<file path="src/rtl/plcp_pkg.sv">
// Shared types, field sizes and helpers for the 802.11a PLCP framer.
package plcp_pkg;

  localparam int SIGNAL_BITS  = 24;
  localparam int SERVICE_BITS = 16;
  localparam int TAIL_BITS    = 6;

  typedef enum logic [2:0] {
    S_IDLE,
    S_PREAMBLE,
    S_SIGNAL,
    S_SERVICE,
    S_PSDU,
    S_TAIL,
    S_PAD
  } state_e;

  typedef struct packed {
    logic [3:0]  rate;
    logic [11:0] length;
    logic [7:0]  ndbps;
  } frame_req_t;

  // Zero marks an undefined rate code.
  function automatic logic [7:0] rate_to_ndbps(input logic [3:0] rate);
    case (rate)
      4'b1101: return 8'd24;
      4'b1111: return 8'd36;
      4'b0101: return 8'd48;
      4'b0111: return 8'd72;
      4'b1001: return 8'd96;
      4'b1011: return 8'd144;
      4'b0001: return 8'd192;
      4'b0011: return 8'd216;
      default: return 8'd0;
    endcase
  endfunction

  // Bit 23 goes out first; length is bit-reversed so its LSB leads.
  function automatic logic [SIGNAL_BITS-1:0] signal_word(input logic [3:0] rate,
                                                         input logic [11:0] len);
    logic [11:0] rev;
    for (int i = 0; i < 12; i++) rev[11-i] = len[i];
    return {rate, 1'b0, rev, ^{rate, len}, 6'b000000};
  endfunction

endpackage

</file>
<file path="src/rtl/plcp_framer_if.sv">
// PSDU bit stream from the upstream source: valid/ready, one bit per beat.
interface plcp_framer_if;
  logic InData;
  logic InValid;
  logic InReady;

  modport master (output InData, output InValid, input InReady);
  modport slave  (input InData, input InValid, output InReady);
endinterface

</file>
<file path="src/rtl/plcp_framer_lfsr_scrambler.sv">
// x^7+x^4+1 additive scrambler; out is combinational, state steps on advance.
module lfsr_scrambler #(
  parameter logic [6:0] RST_SEED = 7'h5D
) (
  input  logic       Clock,
  input  logic       Reset,
  input  logic       load,
  input  logic [6:0] seed,
  input  logic       advance,
  input  logic       in,
  output logic       out
);
  logic [6:0] r_lfsr;
  logic       w_fb;

  assign w_fb = r_lfsr[6] ^ r_lfsr[3];
  assign out  = in ^ w_fb;

  always_ff @(posedge Clock or posedge Reset) begin
    if (Reset)        r_lfsr <= RST_SEED;
    else if (load)    r_lfsr <= seed;
    else if (advance) r_lfsr <= {r_lfsr[5:0], w_fb};
  end
endmodule

</file>
<file path="src/rtl/plcp_framer.sv">
// 802.11a PLCP frame builder: preamble, SIGNAL, scrambled data field, serial out.
module plcp_framer
  import plcp_pkg::*;
#(
  parameter int                       PREAMBLE_BITS    = 96,
  parameter logic [PREAMBLE_BITS-1:0] PREAMBLE_PATTERN = {12{8'hAA}},
  parameter logic [6:0]               SCRAMBLER_SEED   = 7'h5D,
  parameter int                       LENGTH_W         = 12
) (
  input  logic                Clock,
  input  logic                Reset,
  input  logic                Start,
  input  logic [3:0]          Rate,
  input  logic [LENGTH_W-1:0] Length,
  plcp_framer_if.slave        In,
  output logic                Output,
  output logic                OutValid,
  output logic                Busy,
  output logic                Done,
  output logic                Error
);
  localparam int CNT_W = $clog2(PREAMBLE_BITS > SIGNAL_BITS ? PREAMBLE_BITS : SIGNAL_BITS);

  state_e           r_state, w_nstate;
  frame_req_t       r_req;
  logic [CNT_W-1:0] r_cnt, w_cnt_n;
  logic [16:0]      r_dcnt, w_dcnt_n;
  logic [7:0]       r_pcnt, w_pcnt_n, w_pcnt_inc;
  logic             r_out, r_oval, r_busy, r_done, r_err;
  logic [7:0]       w_ndbps;
  logic             w_idle, w_reject, w_accept;
  logic             w_emit, w_raw, w_scr, w_adv, w_load, w_last, w_ready, w_scr_out;
  logic [SIGNAL_BITS-1:0] w_sig;
  logic [16:0]      w_psdu_end, w_tail_end;

  // Busy lags the state by one edge; Start is only honoured once both are idle.
  assign w_ndbps    = rate_to_ndbps(Rate);
  assign w_idle     = (r_state == S_IDLE) && !r_busy;
  assign w_reject   = Start && w_idle && (w_ndbps == 8'd0 || Length == '0);
  assign w_accept   = Start && w_idle && !w_reject;

  assign w_sig      = signal_word(r_req.rate, r_req.length);
  assign w_psdu_end = 17'({r_req.length, 3'b000}) + 17'(SERVICE_BITS - 1);
  assign w_tail_end = w_psdu_end + 17'(TAIL_BITS);
  assign w_pcnt_inc = (r_pcnt == r_req.ndbps - 8'd1) ? 8'd0 : r_pcnt + 8'd1;

  assign In.InReady = w_ready;

  always_ff @(posedge Clock or posedge Reset) begin
    if (Reset) r_state <= S_IDLE;
    else       r_state <= w_nstate;
  end

  always_comb begin
    w_nstate = r_state;
    w_cnt_n  = r_cnt;
    w_dcnt_n = r_dcnt;
    w_pcnt_n = r_pcnt;
    w_emit   = 1'b0;
    w_raw    = 1'b0;
    w_scr    = 1'b0;
    w_adv    = 1'b0;
    w_load   = 1'b0;
    w_last   = 1'b0;
    w_ready  = 1'b0;
    case (r_state)
      S_IDLE: if (w_accept) begin
        w_nstate = S_PREAMBLE;
        w_cnt_n  = '0;
        w_dcnt_n = '0;
        w_pcnt_n = '0;
      end
      S_PREAMBLE: begin
        w_emit = 1'b1;
        w_raw  = PREAMBLE_PATTERN[CNT_W'(PREAMBLE_BITS - 1) - r_cnt];
        if (r_cnt == CNT_W'(PREAMBLE_BITS - 1)) begin
          w_nstate = S_SIGNAL;
          w_cnt_n  = '0;
        end else w_cnt_n = r_cnt + CNT_W'(1);
      end
      S_SIGNAL: begin
        w_emit = 1'b1;
        w_raw  = w_sig[5'(SIGNAL_BITS - 1) - r_cnt[4:0]];
        if (r_cnt == CNT_W'(SIGNAL_BITS - 1)) begin
          w_nstate = S_SERVICE;
          w_load   = 1'b1;
        end else w_cnt_n = r_cnt + CNT_W'(1);
      end
      S_SERVICE: begin
        w_emit   = 1'b1;
        w_scr    = 1'b1;
        w_adv    = 1'b1;
        w_dcnt_n = r_dcnt + 17'd1;
        w_pcnt_n = w_pcnt_inc;
        if (r_dcnt == 17'(SERVICE_BITS - 1)) w_nstate = S_PSDU;
      end
      S_PSDU: begin
        w_ready = 1'b1;
        if (In.InValid) begin
          w_emit   = 1'b1;
          w_scr    = 1'b1;
          w_adv    = 1'b1;
          w_raw    = In.InData;
          w_dcnt_n = r_dcnt + 17'd1;
          w_pcnt_n = w_pcnt_inc;
          if (r_dcnt == w_psdu_end) w_nstate = S_TAIL;
        end
      end
      S_TAIL: begin
        // Tail leaves as zeros but still steps the LFSR to keep PAD aligned.
        w_emit   = 1'b1;
        w_adv    = 1'b1;
        w_dcnt_n = r_dcnt + 17'd1;
        w_pcnt_n = w_pcnt_inc;
        if (r_dcnt == w_tail_end) w_nstate = S_PAD;
      end
      S_PAD: begin
        w_emit   = 1'b1;
        w_scr    = 1'b1;
        w_adv    = 1'b1;
        w_dcnt_n = r_dcnt + 17'd1;
        w_pcnt_n = w_pcnt_inc;
        if (w_pcnt_inc == 8'd0) begin
          w_last   = 1'b1;
          w_nstate = S_IDLE;
        end
      end
      default: w_nstate = S_IDLE;
    endcase
  end

  always_ff @(posedge Clock or posedge Reset) begin
    if (Reset) begin
      r_cnt  <= '0;
      r_dcnt <= '0;
      r_pcnt <= '0;
      r_req  <= '0;
      r_out  <= 1'b0;
      r_oval <= 1'b0;
      r_busy <= 1'b0;
      r_done <= 1'b0;
      r_err  <= 1'b0;
    end else begin
      r_cnt  <= w_cnt_n;
      r_dcnt <= w_dcnt_n;
      r_pcnt <= w_pcnt_n;
      if (w_accept) r_req <= '{rate: Rate, length: 12'(Length), ndbps: w_ndbps};
      r_out  <= w_emit & (w_scr ? w_scr_out : w_raw);
      r_oval <= w_emit;
      r_busy <= (r_state != S_IDLE);
      r_done <= w_last;
      r_err  <= w_reject;
    end
  end

  lfsr_scrambler #(.RST_SEED(SCRAMBLER_SEED)) u_scr (
    .Clock   (Clock),
    .Reset   (Reset),
    .load    (w_load),
    .seed    (SCRAMBLER_SEED),
    .advance (w_adv),
    .in      (w_raw),
    .out     (w_scr_out)
  );

  assign Output   = r_out;
  assign OutValid = r_oval;
  assign Busy     = r_busy;
  assign Done     = r_done;
  assign Error    = r_err;
endmodule

</file>
<file path="src/flat_wrapper.sv">
// flat-port wrapper written by rule: the top's interface ports become plain ports
module plcp_framer_flat import plcp_pkg::*;
#(
  parameter int                       PREAMBLE_BITS    = 96,
  parameter logic [PREAMBLE_BITS-1:0] PREAMBLE_PATTERN = {12{8'hAA}},
  parameter logic [6:0]               SCRAMBLER_SEED   = 7'h5D,
  parameter int                       LENGTH_W         = 12
)
  (Clock, Reset, Start, Rate, Length, Output, OutValid, Busy, Done, Error, In_InData, In_InValid, In_InReady);
  plcp_framer_if In_i ();
  input  logic Clock;
  input  logic Reset;
  input  logic Start;
  input  logic [3:0] Rate;
  input  logic [LENGTH_W-1:0] Length;
  output logic Output;
  output logic OutValid;
  output logic Busy;
  output logic Done;
  output logic Error;
  input wire logic [$bits(In_i.InData)-1:0] In_InData;
  input wire logic [$bits(In_i.InValid)-1:0] In_InValid;
  output wire logic [$bits(In_i.InReady)-1:0] In_InReady;
  assign In_i.InData = In_InData;
  assign In_i.InValid = In_InValid;
  assign In_InReady = In_i.InReady;
  plcp_framer #(.PREAMBLE_BITS(PREAMBLE_BITS), .PREAMBLE_PATTERN(PREAMBLE_PATTERN), .SCRAMBLER_SEED(SCRAMBLER_SEED), .LENGTH_W(LENGTH_W)) u_core (.Clock(Clock), .Reset(Reset), .Start(Start), .Rate(Rate), .Length(Length), .In(In_i), .Output(Output), .OutValid(OutValid), .Busy(Busy), .Done(Done), .Error(Error));
endmodule
</file>
<file path="config.mk">
export PLATFORM = sky130hd
export DESIGN_NAME = plcp_framer_flat
export DESIGN_NICKNAME = d
export VERILOG_FILES = /design/src/rtl/plcp_pkg.sv /design/src/rtl/plcp_framer_if.sv /design/src/rtl/plcp_framer_lfsr_scrambler.sv /design/src/rtl/plcp_framer.sv /design/src/flat_wrapper.sv
export SDC_FILE = /design/constraint.sdc
export NUM_CORES = 1
export LEC_CHECK = 0
export BUFFER_PORTS_ARGS = -buffer_cell sky130_fd_sc_hd__buf_2
export CORE_ASPECT_RATIO = 0.7
export CORE_UTILIZATION = 45
export DETAILED_ROUTE_END_ITERATION = 8
export PLACE_DENSITY = 0.6
export SLEW_MARGIN = 0
export SYNTH_ARGS = -nofsm -noshare
export SYNTH_HDL_FRONTEND = slang
export SYNTH_SLANG_ARGS = --single-unit
</file>
<file path="constraint.sdc">
create_clock -name Clock -period 3.16 [get_ports Clock]
set_input_delay 0.632 -clock Clock [delete_from_list [all_inputs] [get_ports Clock]]
set_output_delay 0.632 -clock Clock [all_outputs]
set_load 0.05 [all_outputs]
</file>
==> impl_summary.txt, run 1 <==
----------------------------------------------------
[Clock network]
  CTS tree ... yes
  Root buffer selected by CTS ... clkbuf_16
  CTS hold repair buffers ... 0
  Clock buffer depth ... 2
  Number of buffers created by CTS ... 9
  Total number of clock tree sinks ... 69
  CTS clock-pin slew for the worst setup and hold paths ... around 0.060 ns
  CTS H-tree lvls ... 3
  Clk Latency, worst-skew pair ... 0.34 ns

[Floorplanning]
  Initial core utilization ... between 40% and 50%
  Num rows ... 31
  Num ports ... 27
  Area of the core ... between 0.01 and 0.015 sq mm
  Total die area ... ~0.011 sq mm
  Die Span Y ... slightly below 90 um
  DIE WIDTH ... 126 um

[Worst setup path]
  Chain of cells forming the critical path ... ha_2 > xor2_1 > nor4b_1 > nand4_1 > nor4b_1 > nand4_1 > a31oi_2 > nand2_1 > mux2_1
  Worst stage delay on the critical path ... about 0.48 ns
  Crit. End Element ... flip-flop
  Worst-path cell with the longest stage delay ... dfrtp_2
  Crit path buf inv count ... 0
  WP data required ... roughly 3.4 ns
  Cell family contributing the most delay on the critical path ... simple AND/OR/NAND/NOR gates
  Data arrival at the endpoint of the critical path ... between 3 and 4 ns
  Critical path startpoint category ... flip-flop
  Crit Path Max Fanout ... 8
  Type of the worst setup path ... flip-flop to flip-flop

[Detailed routing]
  Routed length per placed instance ... 16.6 um
  Drt pass-1 iters ... 5
  Vias after detailed routing ... about 4100
  Wire length after detailed routing ... about 12000 um
  Antenna-violating nets left ... 0
  Drc violations ... 0
  Average vias per placed instance ... 5.72
  Starting DRT DRC Count ... ~270

[Synth]
  Share of the synthesized area in the top cell type ... between 30% and 40%
  Prevailing post-synth register cell ... dfrtp_1
  Post-synthesis cell type count ... 66
  Ys async rst share ... 100%
  Synthesized netlist net count ... 600
  Number of warnings issued by yosys ... 0
  Top cell type by total area after synthesis ... dfrtp_1
  EDFF count, synth ... 0
  Average footprint of a synthesized cell ... roughly 8.5 sq um
  Seq cells post-synth ... between 60 and 70
  Post-Synthesis Cell Area ... about 0.0048 sq mm
  Cells after synthesis ... 566
  Post-synthesis sequential area ratio ... a little over a third
  Leading post-synthesis cells by cell area ... dfrtp_1, nand2_1, xnor2_1

[Timing]
  Number of setup violations in the final report ... 0
  Unrepaired setup endpoints after global routing ... no
  Min Tclk post-route ... ~3.0 ns
  Final-layout setup total negative slack ... 0 ns
  Relative slew margins ... a little over half
  Max Freq ... around 340 MHz
  Fin Clk Skew ... about 0.012 ns
  Final hold viol count ... 0
  Max-slew violation total from the final report ... 0
  Final-layout worst hold slack ... roughly 0.24 ns
  Tightest Pin Transition ... between 0.6 and 0.7 ns
  Min setup slack post-route ... approximately 0.18 ns
  Fraction of the cycle the final worst path needs ... about 94%

[Finish]
  Leading cell types in the layout, fill and taps excluded ... nand2_1, dfrtp_1, o21ai_0
  Final standard cell area without fillers ... roughly 0.0054 sq mm
  Area growth from synthesis to final layout ... 12.5%
  Share of cells above drive strength 1 ... roughly 14%
  Leading cell type in the layout, fill and taps excluded ... nand2_1
  NumNets Final ... 620
  Antenna diode count ... 0
  Core occupancy in the finished layout ... 52.4%

[Pwr]
  Standby leakage power ... around 2.3 nW
  PD cells ... between 300 and 400 mW/mm^2
  Peak ir drop on the vdd network ... roughly 0.26 mV

[Place]
  Routability Congestion ... ~0.85
  Placement Cell Area ... between 0.005 and 0.006 sq mm
  Quantity of I/O buffers inserted on ports ... 26
  Pre-CTS worst setup slack ... 0.112 ns
  Post-DP HPWL ... roughly 9000 um

[Global routing]
  Number of antenna violations at the first check in global routing ... 0
  Vias in the first global route ... roughly 3800
  First-pass GRT wire length ... approximately 20000 um
  Total overflow reported by the global router ... 0
  GR Util All Layers ... 22.9%
  Pin count of the biggest net entering global routing ... 40

[Worst hold path]
  Hold crit path type ... input port to async pin

[Job]
  Max-capacitance violation count ... 0

[Status]
  Run status ... finished clean

----------------------------------------------------
==> cells by family (layout without fill, tap and decap cells) <==
| group | after synthesis | after routing | synth area share, % |
|---|---|---|---|
| AND/OR/NAND/NOR | 249 | 249 | 25.6 |
| AO/OA/AOI/OAI | 99 | 99 | 13.2 |
| flip-flops | 69 | 69 | 35.8 |
| XOR/XNOR | 66 | 66 | 13.1 |
| buffers and inverters | 51 | 75 | 4.16 |
| multiplexers | 18 | 18 | 4.58 |
| adder cells (fa/ha/maj) | 14 | 14 | 3.57 |
==> worst paths after layout <==
kind | from | endpoint | slack [ns] | cells past startpoint
min reg2reg | u_core.r_req[7] | u_core.r_req[7] | 0.49 | 2
max in group asynchronous | Reset | u_core.u_scr.r_lfsr[4] | 2.24 | 3
min | Reset | u_core.r_dcnt[8] | 0.24 | 2
min in group Clock | u_core.r_req[7] | u_core.r_req[7] | 0.49 | 2
max reg2reg | u_core.r_req[9] | u_core.r_state[2] | 0.18 | 9
max | u_core.r_req[9] | u_core.r_state[2] | 0.18 | 9
==> per-stage QoR <==
step | total power [mW] | std cells
2_1_floorplan | 1.06 | 566
3_3_place_gp | 1.11 | 707
3_5_place_dp | 1.11 | 707
4_1_cts | 2.08 | 722
5_1_grt | 2.14 | 722
6_report | 2.06 | 722
==> cells in the mapped netlist, types with 3 or more instances <==
library cell   n
dfrtp_1       64
nor2_1        41
xor2_1        27
a2111oi_0      3
mux4_2         3
ha_1          13
mux2i_1       12
a21oi_1       12
nand4_1       11
inv_1         18
nand3b_1       5
o2111ai_1      4
nor4b_1        5
nor4_1         5
xnor2_1       35
and3_1         8
a211oi_1       3
o31ai_1        6
clkbuf_1      23
xnor3_1        4
and2_1         4
nand2b_1       6
nand2_1       98
a31oi_1        3
and4_1         5
dfstp_2        5
or3_1          9
buf_2          7
or2_2          3
o21ai_0       43
nor3_1        12
nor2b_1        7
nand3_1       20
==> power by group <==
part           internal (mW)  switching [mW]
clock                  0.591           0.375
sequential             0.899          0.0291
combinational         0.0813          0.0865
total                   1.57           0.491
==> registers in the layout (all words and copies together), names as in the netlist <==
signal	count
u_core.r_req	22
u_core.r_state	3
u_core.OutValid	1
u_core.r_cnt	7
u_core.u_scr.r_lfsr	7
u_core.r_dcnt	17
u_core.Error	1
u_core.Output	1
u_core.Busy	1
u_core.Done	1
u_core.r_pcnt	8
==> metal layers <==
layer,wire [um],vias up,global-route usage [%]
met5,0,-,0
met1,6390,1992,35.2
met2,4760,102,31.9
met3,694,12,5.44
met4,135,0,5.48
li1,-,2024,-
==> area by class of cell <==
type / instances / area [sq um]
clock buffer: 14 / 274
timing repair buffer: 42 / 263
multi-input combinational: 446 / 2930
tap: 132 / 165
inverter: 18 / 67.6
sequential: 69 / 1730
fill: 972 / 4950
clock inverter: 1 / 5.00
==> repair_timing <==
action,CTS,global route
resized for setup,0,5
buffers inserted,0,0
endpoints found under the setup margin,0,3
Power figures use the tool's default switching activity.
==> run 2: changes to the inputs <==
--- a/config.mk
+++ b/config.mk
@@ -9,7 +9,7 @@
 export CORE_ASPECT_RATIO = 0.7
 export CORE_UTILIZATION = 45
 export DETAILED_ROUTE_END_ITERATION = 8
-export PLACE_DENSITY = 0.6
+export PLACE_DENSITY = 0.73
 export SLEW_MARGIN = 0
 export SYNTH_ARGS = -nofsm -noshare
 export SYNTH_HDL_FRONTEND = slang
==> impl_summary.txt, run 2 (same netlist as run 1, synthesis figures left out) <==
----------------------------------------------------
[Floorplanning]
  Num ports ... 27
  Area of the core ... 0.0104 sq mm
  Total die area ... ~0.011 sq mm
  DIE WIDTH ... roughly 130 um
  Die Span Y ... 88.8 um
  Initial core utilization ... between 40% and 50%
  Num rows ... 31

[Worst setup path]
  Reg-to-reg critical path startpoint ... u_core.r_req[9]
  Worst-path cell with the longest stage delay ... dfrtp_1
  Cell family contributing the most delay on the critical path ... simple AND/OR/NAND/NOR gates
  Crit path top cell by count ... nand4_1
  Data arrival at the endpoint of the critical path ... between 3 and 4 ns
  WP data required ... between 3 and 4 ns
  Crit. End Element ... flip-flop
  Worst stage delay on the critical path ... roughly 0.49 ns
  Worst R2R Path Depth ... 9
  R2R Path End ... u_core.r_state[2]
  Crit Path Max Fanout ... 8
  Crit path buf inv count ... 0
  Register-to-Register Setup Slack ... 0.15 ns
  Type of the worst setup path ... flip-flop to flip-flop
  Chain of cells forming the critical path ... ha_1 > xor2_1 > nor4b_2 > nand4_1 > nor4b_1 > nand4_1 > a31oi_2 > nand2_1 > mux2_1
  Critical path startpoint category ... flip-flop

[Clock network]
  Clock buffer depth ... 2
  CTS hold repair buffers ... 0
  Number of buffers created by CTS ... 9
  CTS tree ... yes
  CTS clock-pin slew for the worst setup and hold paths ... around 0.06 ns
  Number of instances resized during post-cts repair ... 0
  CTS H-tree lvls ... 3
  Setup Fix Bufs, Post-CTS ... 0
  Total number of clock tree sinks ... 69
  Clk Latency, worst-skew pair ... roughly 0.34 ns
  Root buffer selected by CTS ... clkbuf_16

[Timing]
  Relative slew margins ... between 50% and 60%
  Tightest Pin Transition ... slightly below 0.7 ns
  Min Tclk post-route ... about 3 ns
  Final-layout setup total negative slack ... 0 ns
  Final-layout worst hold slack ... ~0.4 ns
  Fin Clk Skew ... roughly 0.0059 ns
  Fraction of the cycle the final worst path needs ... approximately 95%
  Max Freq ... between 300 and 400 MHz
  Final hold viol count ... 0
  Max-slew violation total from the final report ... 0
  Number of setup violations in the final report ... 0

[Detailed routing]
  Drc violations ... 0
  Routed length per placed instance ... approximately 17 um
  Starting DRT DRC Count ... between 300 and 400
  Average vias per placed instance ... between 5 and 6
  Drt pass-1 iters ... 5
  Wire length after detailed routing ... between 10000 and 15000 um
  Vias after detailed routing ... ~4300
  Antenna-violating nets left ... 0

[Finish]
  Area growth from synthesis to final layout ... 13.9%
  Final standard cell area without fillers ... between 0.005 and 0.006 sq mm
  Leading cell type in the layout, fill and taps excluded ... nand2_1
  Leading cell types in the layout, fill and taps excluded ... nand2_1, dfrtp_1, o21ai_0
  Registers with the most flip-flops ... u_core.r_req x22, u_core.r_dcnt x17, u_core.r_pcnt x8
  Largest register by flop count ... u_core.r_req
  Antenna diode count ... 0
  Largest register FFs ... 22
  Share of cells above drive strength 1 ... 14.1%
  NumNets Final ... between 600 and 700

[Global routing]
  Total overflow reported by the global router ... 0
  Pin count of the biggest net entering global routing ... 42
  First-pass GRT wire length ... 20300 um
  Number of antenna violations at the first check in global routing ... 0
  GR Util All Layers ... between 20% and 30%
  Vias in the first global route ... 3898

[Pwr]
  Standby leakage power ... about 2.3 nW
  Peak ir drop on the vdd network ... between 0.3 and 0.4 mV
  Final Power ... 2.31 mW
  PD cells ... between 400 and 500 mW/mm^2

[Status]
  Run status ... finished clean

[Place]
  Placement Cell Area ... slightly above 0.005 sq mm
  Post-DP HPWL ... between 9000 and 10000 um
  Quantity of I/O buffers inserted on ports ... 26
  Routability Congestion ... roughly 0.86

[Job]
  Max-capacitance violation count ... 0

[Worst hold path]
  Hold crit path type ... input port to async pin

----------------------------------------------------
run 2: area by class of cell:
class / instances / area (sq um)
clock inverter: 5 / 106
clock buffer: 11 / 253
timing repair buffer: 40 / 248
inverter: 18 / 67.6
fill: 940 / 4880
tap: 132 / 165
sequential: 69 / 1730
multi-input combinational: 446 / 2940
run 2: through the flow:
step | instances | util (%) | worst slack, ns
3_3_place_gp | 705 | 49.3 | 0.217
6_report | 721 | 53.0 | 0.149
5_1_grt | 721 | 53.0 | -0.0125
2_1_floorplan | 566 | - | 0.539
3_5_place_dp | 705 | 49.3 | 0.112
4_1_cts | 721 | 52.8 | 0.0809
run 2: worst max-delay path by stage:
stage / start / to / depth (start not counted)
after floorplan: u_core.r_req[8] / u_core.r_state[0] / 11
after global placement: u_core.r_req[9] / u_core.r_state[2] / 9
after detailed placement: u_core.r_req[9] / u_core.r_state[2] / 9
after CTS: u_core.r_req[9] / u_core.r_state[2] / 9
after global routing: u_core.r_req[9] / u_core.r_state[2] / 9
final: u_core.r_req[9] / u_core.r_state[2] / 9
run 2: power breakdown:
part / internal (mW) / switching, mW
Clock: 0.815 / 0.396
Combinational: 0.0796 / 0.0882
Sequential: 0.899 / 0.0308
run 2: per-layer routing:
metal | track usage, % | routed length [um] | part of all wire, %
met1 | 35.4 | 6210 | 50
met2 | 33.7 | 5150 | 42
met3 | 5.08 | 943 | 7.6
met4 | 6.02 | 95 | 0.77
met5 | 0 | 0 | 0
==> run 3: changes to the inputs <==
--- a/config.mk
+++ b/config.mk
@@ -5,11 +5,11 @@
 export SDC_FILE = /design/constraint.sdc
 export NUM_CORES = 1
 export LEC_CHECK = 0
-export BUFFER_PORTS_ARGS = -buffer_cell sky130_fd_sc_hd__buf_2
 export CORE_ASPECT_RATIO = 0.7
 export CORE_UTILIZATION = 45
 export DETAILED_ROUTE_END_ITERATION = 8
-export PLACE_DENSITY = 0.73
+export DONT_BUFFER_PORTS = 1
+export PLACE_DENSITY = 0.71
 export SLEW_MARGIN = 0
 export SYNTH_ARGS = -nofsm -noshare
 export SYNTH_HDL_FRONTEND = slang
==> impl_summary.txt, run 3 (same netlist as run 1, synthesis figures left out) <==
----------------------------------------------------
[Global routing]
  GR Util All Layers ... between 20 and 25%
  Pin count of the biggest net entering global routing ... 40
  First-pass GRT wire length ... between 15000 and 20000 um
  Number of antenna violations at the first check in global routing ... 0
  Vias in the first global route ... 3745
  Total overflow reported by the global router ... 0

[Pwr]
  Comb pwr share ... about 7.0%
  Cell internal pwr ... 1.60 mW
  Net load switching power ... ~500 uW
  Standby leakage power ... between 2 and 2.5 nW
  Peak ir drop on the vdd network ... roughly 0.35 mV
  PD cells ... a little under 400 mW/mm^2
  Switching power as a share of total power ... 23.8%
  Portion of total power attributed to the clock network ... between 40% and 50%
  Seq pwr share ... 44.2%

[Timing]
  Max Freq ... between 300 and 400 MHz
  Number of setup violations in the final report ... 0
  Relative slew margins ... roughly half
  Final-layout setup total negative slack ... 0 ns
  Final hold viol count ... 0
  Min Tclk post-route ... between 2 and 3 ns
  Tightest Pin Transition ... about 0.74 ns
  Unrepaired setup endpoints after global routing ... no
  Max-slew violation total from the final report ... 0
  Fin Clk Skew ... 0.00548 ns
  Fraction of the cycle the final worst path needs ... 93.1%

[Worst hold path]
  Hold crit path type ... input port to async pin

[Detailed routing]
  Drt pass-1 iters ... 5
  Routed length per placed instance ... between 15 and 20 um
  Average vias per placed instance ... between 5 and 6
  Antenna-violating nets left ... 0
  Starting DRT DRC Count ... about 420
  Drc violations ... 0
  Wire length after detailed routing ... about 12000 um
  Vias after detailed routing ... approximately 4100

[Floorplanning]
  Die Span Y ... approximately 90 um
  Area of the core ... between 0.01 and 0.015 sq mm
  Num rows ... 31
  Total die area ... approximately 0.011 sq mm
  Num ports ... 27
  DIE WIDTH ... 126 um
  Initial core utilization ... 46.5%

[Finish]
  Antenna diode count ... 0
  Fill cell total of the finished layout ... about 1000
  Registers with the most flip-flops ... u_core.r_req x22, u_core.r_dcnt x17, u_core.r_pcnt x8
  Largest register FFs ... 22
  Largest register by flop count ... u_core.r_req
  NumNets Final ... between 500 and 600
  Leading cell types in the layout, fill and taps excluded ... nand2_1, dfrtp_1, o21ai_0
  Leading cell type in the layout, fill and taps excluded ... nand2_1
  Core occupancy in the finished layout ... between 50 and 60%
  Share of cells above drive strength 1 ... 10.4%
  Area growth from synthesis to final layout ... 10.3%

[Clock network]
  Clk Latency, worst-skew pair ... around 0.34 ns
  Setup Fix Bufs, Post-CTS ... 0
  CTS H-tree lvls ... 3
  CTS tree ... yes
  CTS clock-pin slew for the worst setup and hold paths ... 0.06 ns
  Total number of clock tree sinks ... 69
  Clock buffer depth ... 2
  Root buffer selected by CTS ... clkbuf_16
  Number of buffers created by CTS ... 9

[Status]
  Run status ... finished clean

[Place]
  Routability Congestion ... 0.902
  Post-DP HPWL ... around 8600 um
  Quantity of I/O buffers inserted on ports ... 0

[Worst setup path]
  WP data required ... between 3 and 4 ns
  Data arrival at the endpoint of the critical path ... 3.15 ns
  Critical path startpoint category ... flip-flop
  Crit Path Max Fanout ... 9
  Type of the worst setup path ... flip-flop to flip-flop
  Crit. End Element ... flip-flop

[Job]
  Max-capacitance violation count ... 0

----------------------------------------------------
==> run 3: cell types whose count changed in the layout (fill, tap and decap cells not counted), sizes merged <==
cell    before  now
inv         18   19
bufinv       3    1
clkbuf      11   10
buf         40   17
clkinv       1    3
==> run 3: through the flow <==
| stage | setup WS (ns) | std cells | hold WS, ns | total power, mW | area, sq um |
|---|---|---|---|---|---|
| after floorplan | 0.539 | 566 | 0.459 | 1.06 | 4840 |
| after global placement | 0.272 | 682 | 0.477 | 1.09 | 5020 |
| after detailed placement | 0.209 | 682 | 0.488 | 1.09 | 5020 |
| after CTS | 0.188 | 698 | 0.316 | 2.11 | 5320 |
| after global routing | 0.0126 | 698 | 0.361 | 2.17 | 5340 |
| final | 0.219 | 698 | 0.294 | 2.10 | 5340 |
==> run 3: final cells by class <==
class                      count  area, sq um  area share (%)
tap                          132          165            3.09
sequential                    69         1730            32.5
clock inverter                 6         61.3            1.15
inverter                      18         67.6            1.27
timing repair buffer          17          140            2.62
multi-input combinational    446         2930            54.9
clock buffer                  10          239            4.48
==> run 3: power groups by stage <==
stage	sequential, mW	clock, mW	combinational (mW)
after floorplan	0.927	0	0.131
final	0.928	1.03	0.148
after global routing	0.931	1.08	0.165
after CTS	0.927	1.04	0.149
after detailed placement	0.942	0	0.148
after global placement	0.941	0	0.145
==> run 3: routing by layer <==
layer,global-route usage [%],wire (um)
met5,0,0
met4,5.81,122
met2,31.5,4920
met3,4.78,717
met1,34.4,6050
==> run 3: repair_timing <==
item,in CTS,in global routing
hold buffers,0,0
endpoints found under the setup margin,0,3
gates resized for setup,0,4
==> run 3: final timing paths <==
path                                        start                endpoint  slack, ns  cells after the start
setup reg to reg                 u_core.r_req[10]       u_core.r_state[0]       0.22                      9
hold / removal                              Reset        u_core.r_pcnt[6]       0.29                      1
max in group asynchronous                   Reset  u_core.u_scr.r_lfsr[0]       2.15                      2
setup / recovery                 u_core.r_req[10]       u_core.r_state[0]       0.22                      9
min in group Clock                      Length[9]        u_core.r_req[17]       0.39                      2
hold reg to reg            u_core.u_scr.r_lfsr[1]  u_core.u_scr.r_lfsr[2]       0.51                      2
==> run 3: worst max-delay path: stages (launching register included) <==
cell,delay (ns)
dfrtp_1,0.57
ha_1,0.30
nand2_1,0.14
and4_1,0.22
o32a_2,0.43
xnor2_1,0.16
or3_1,0.35
a211oi_1,0.31
and4_1,0.27
o31ai_1,0.07
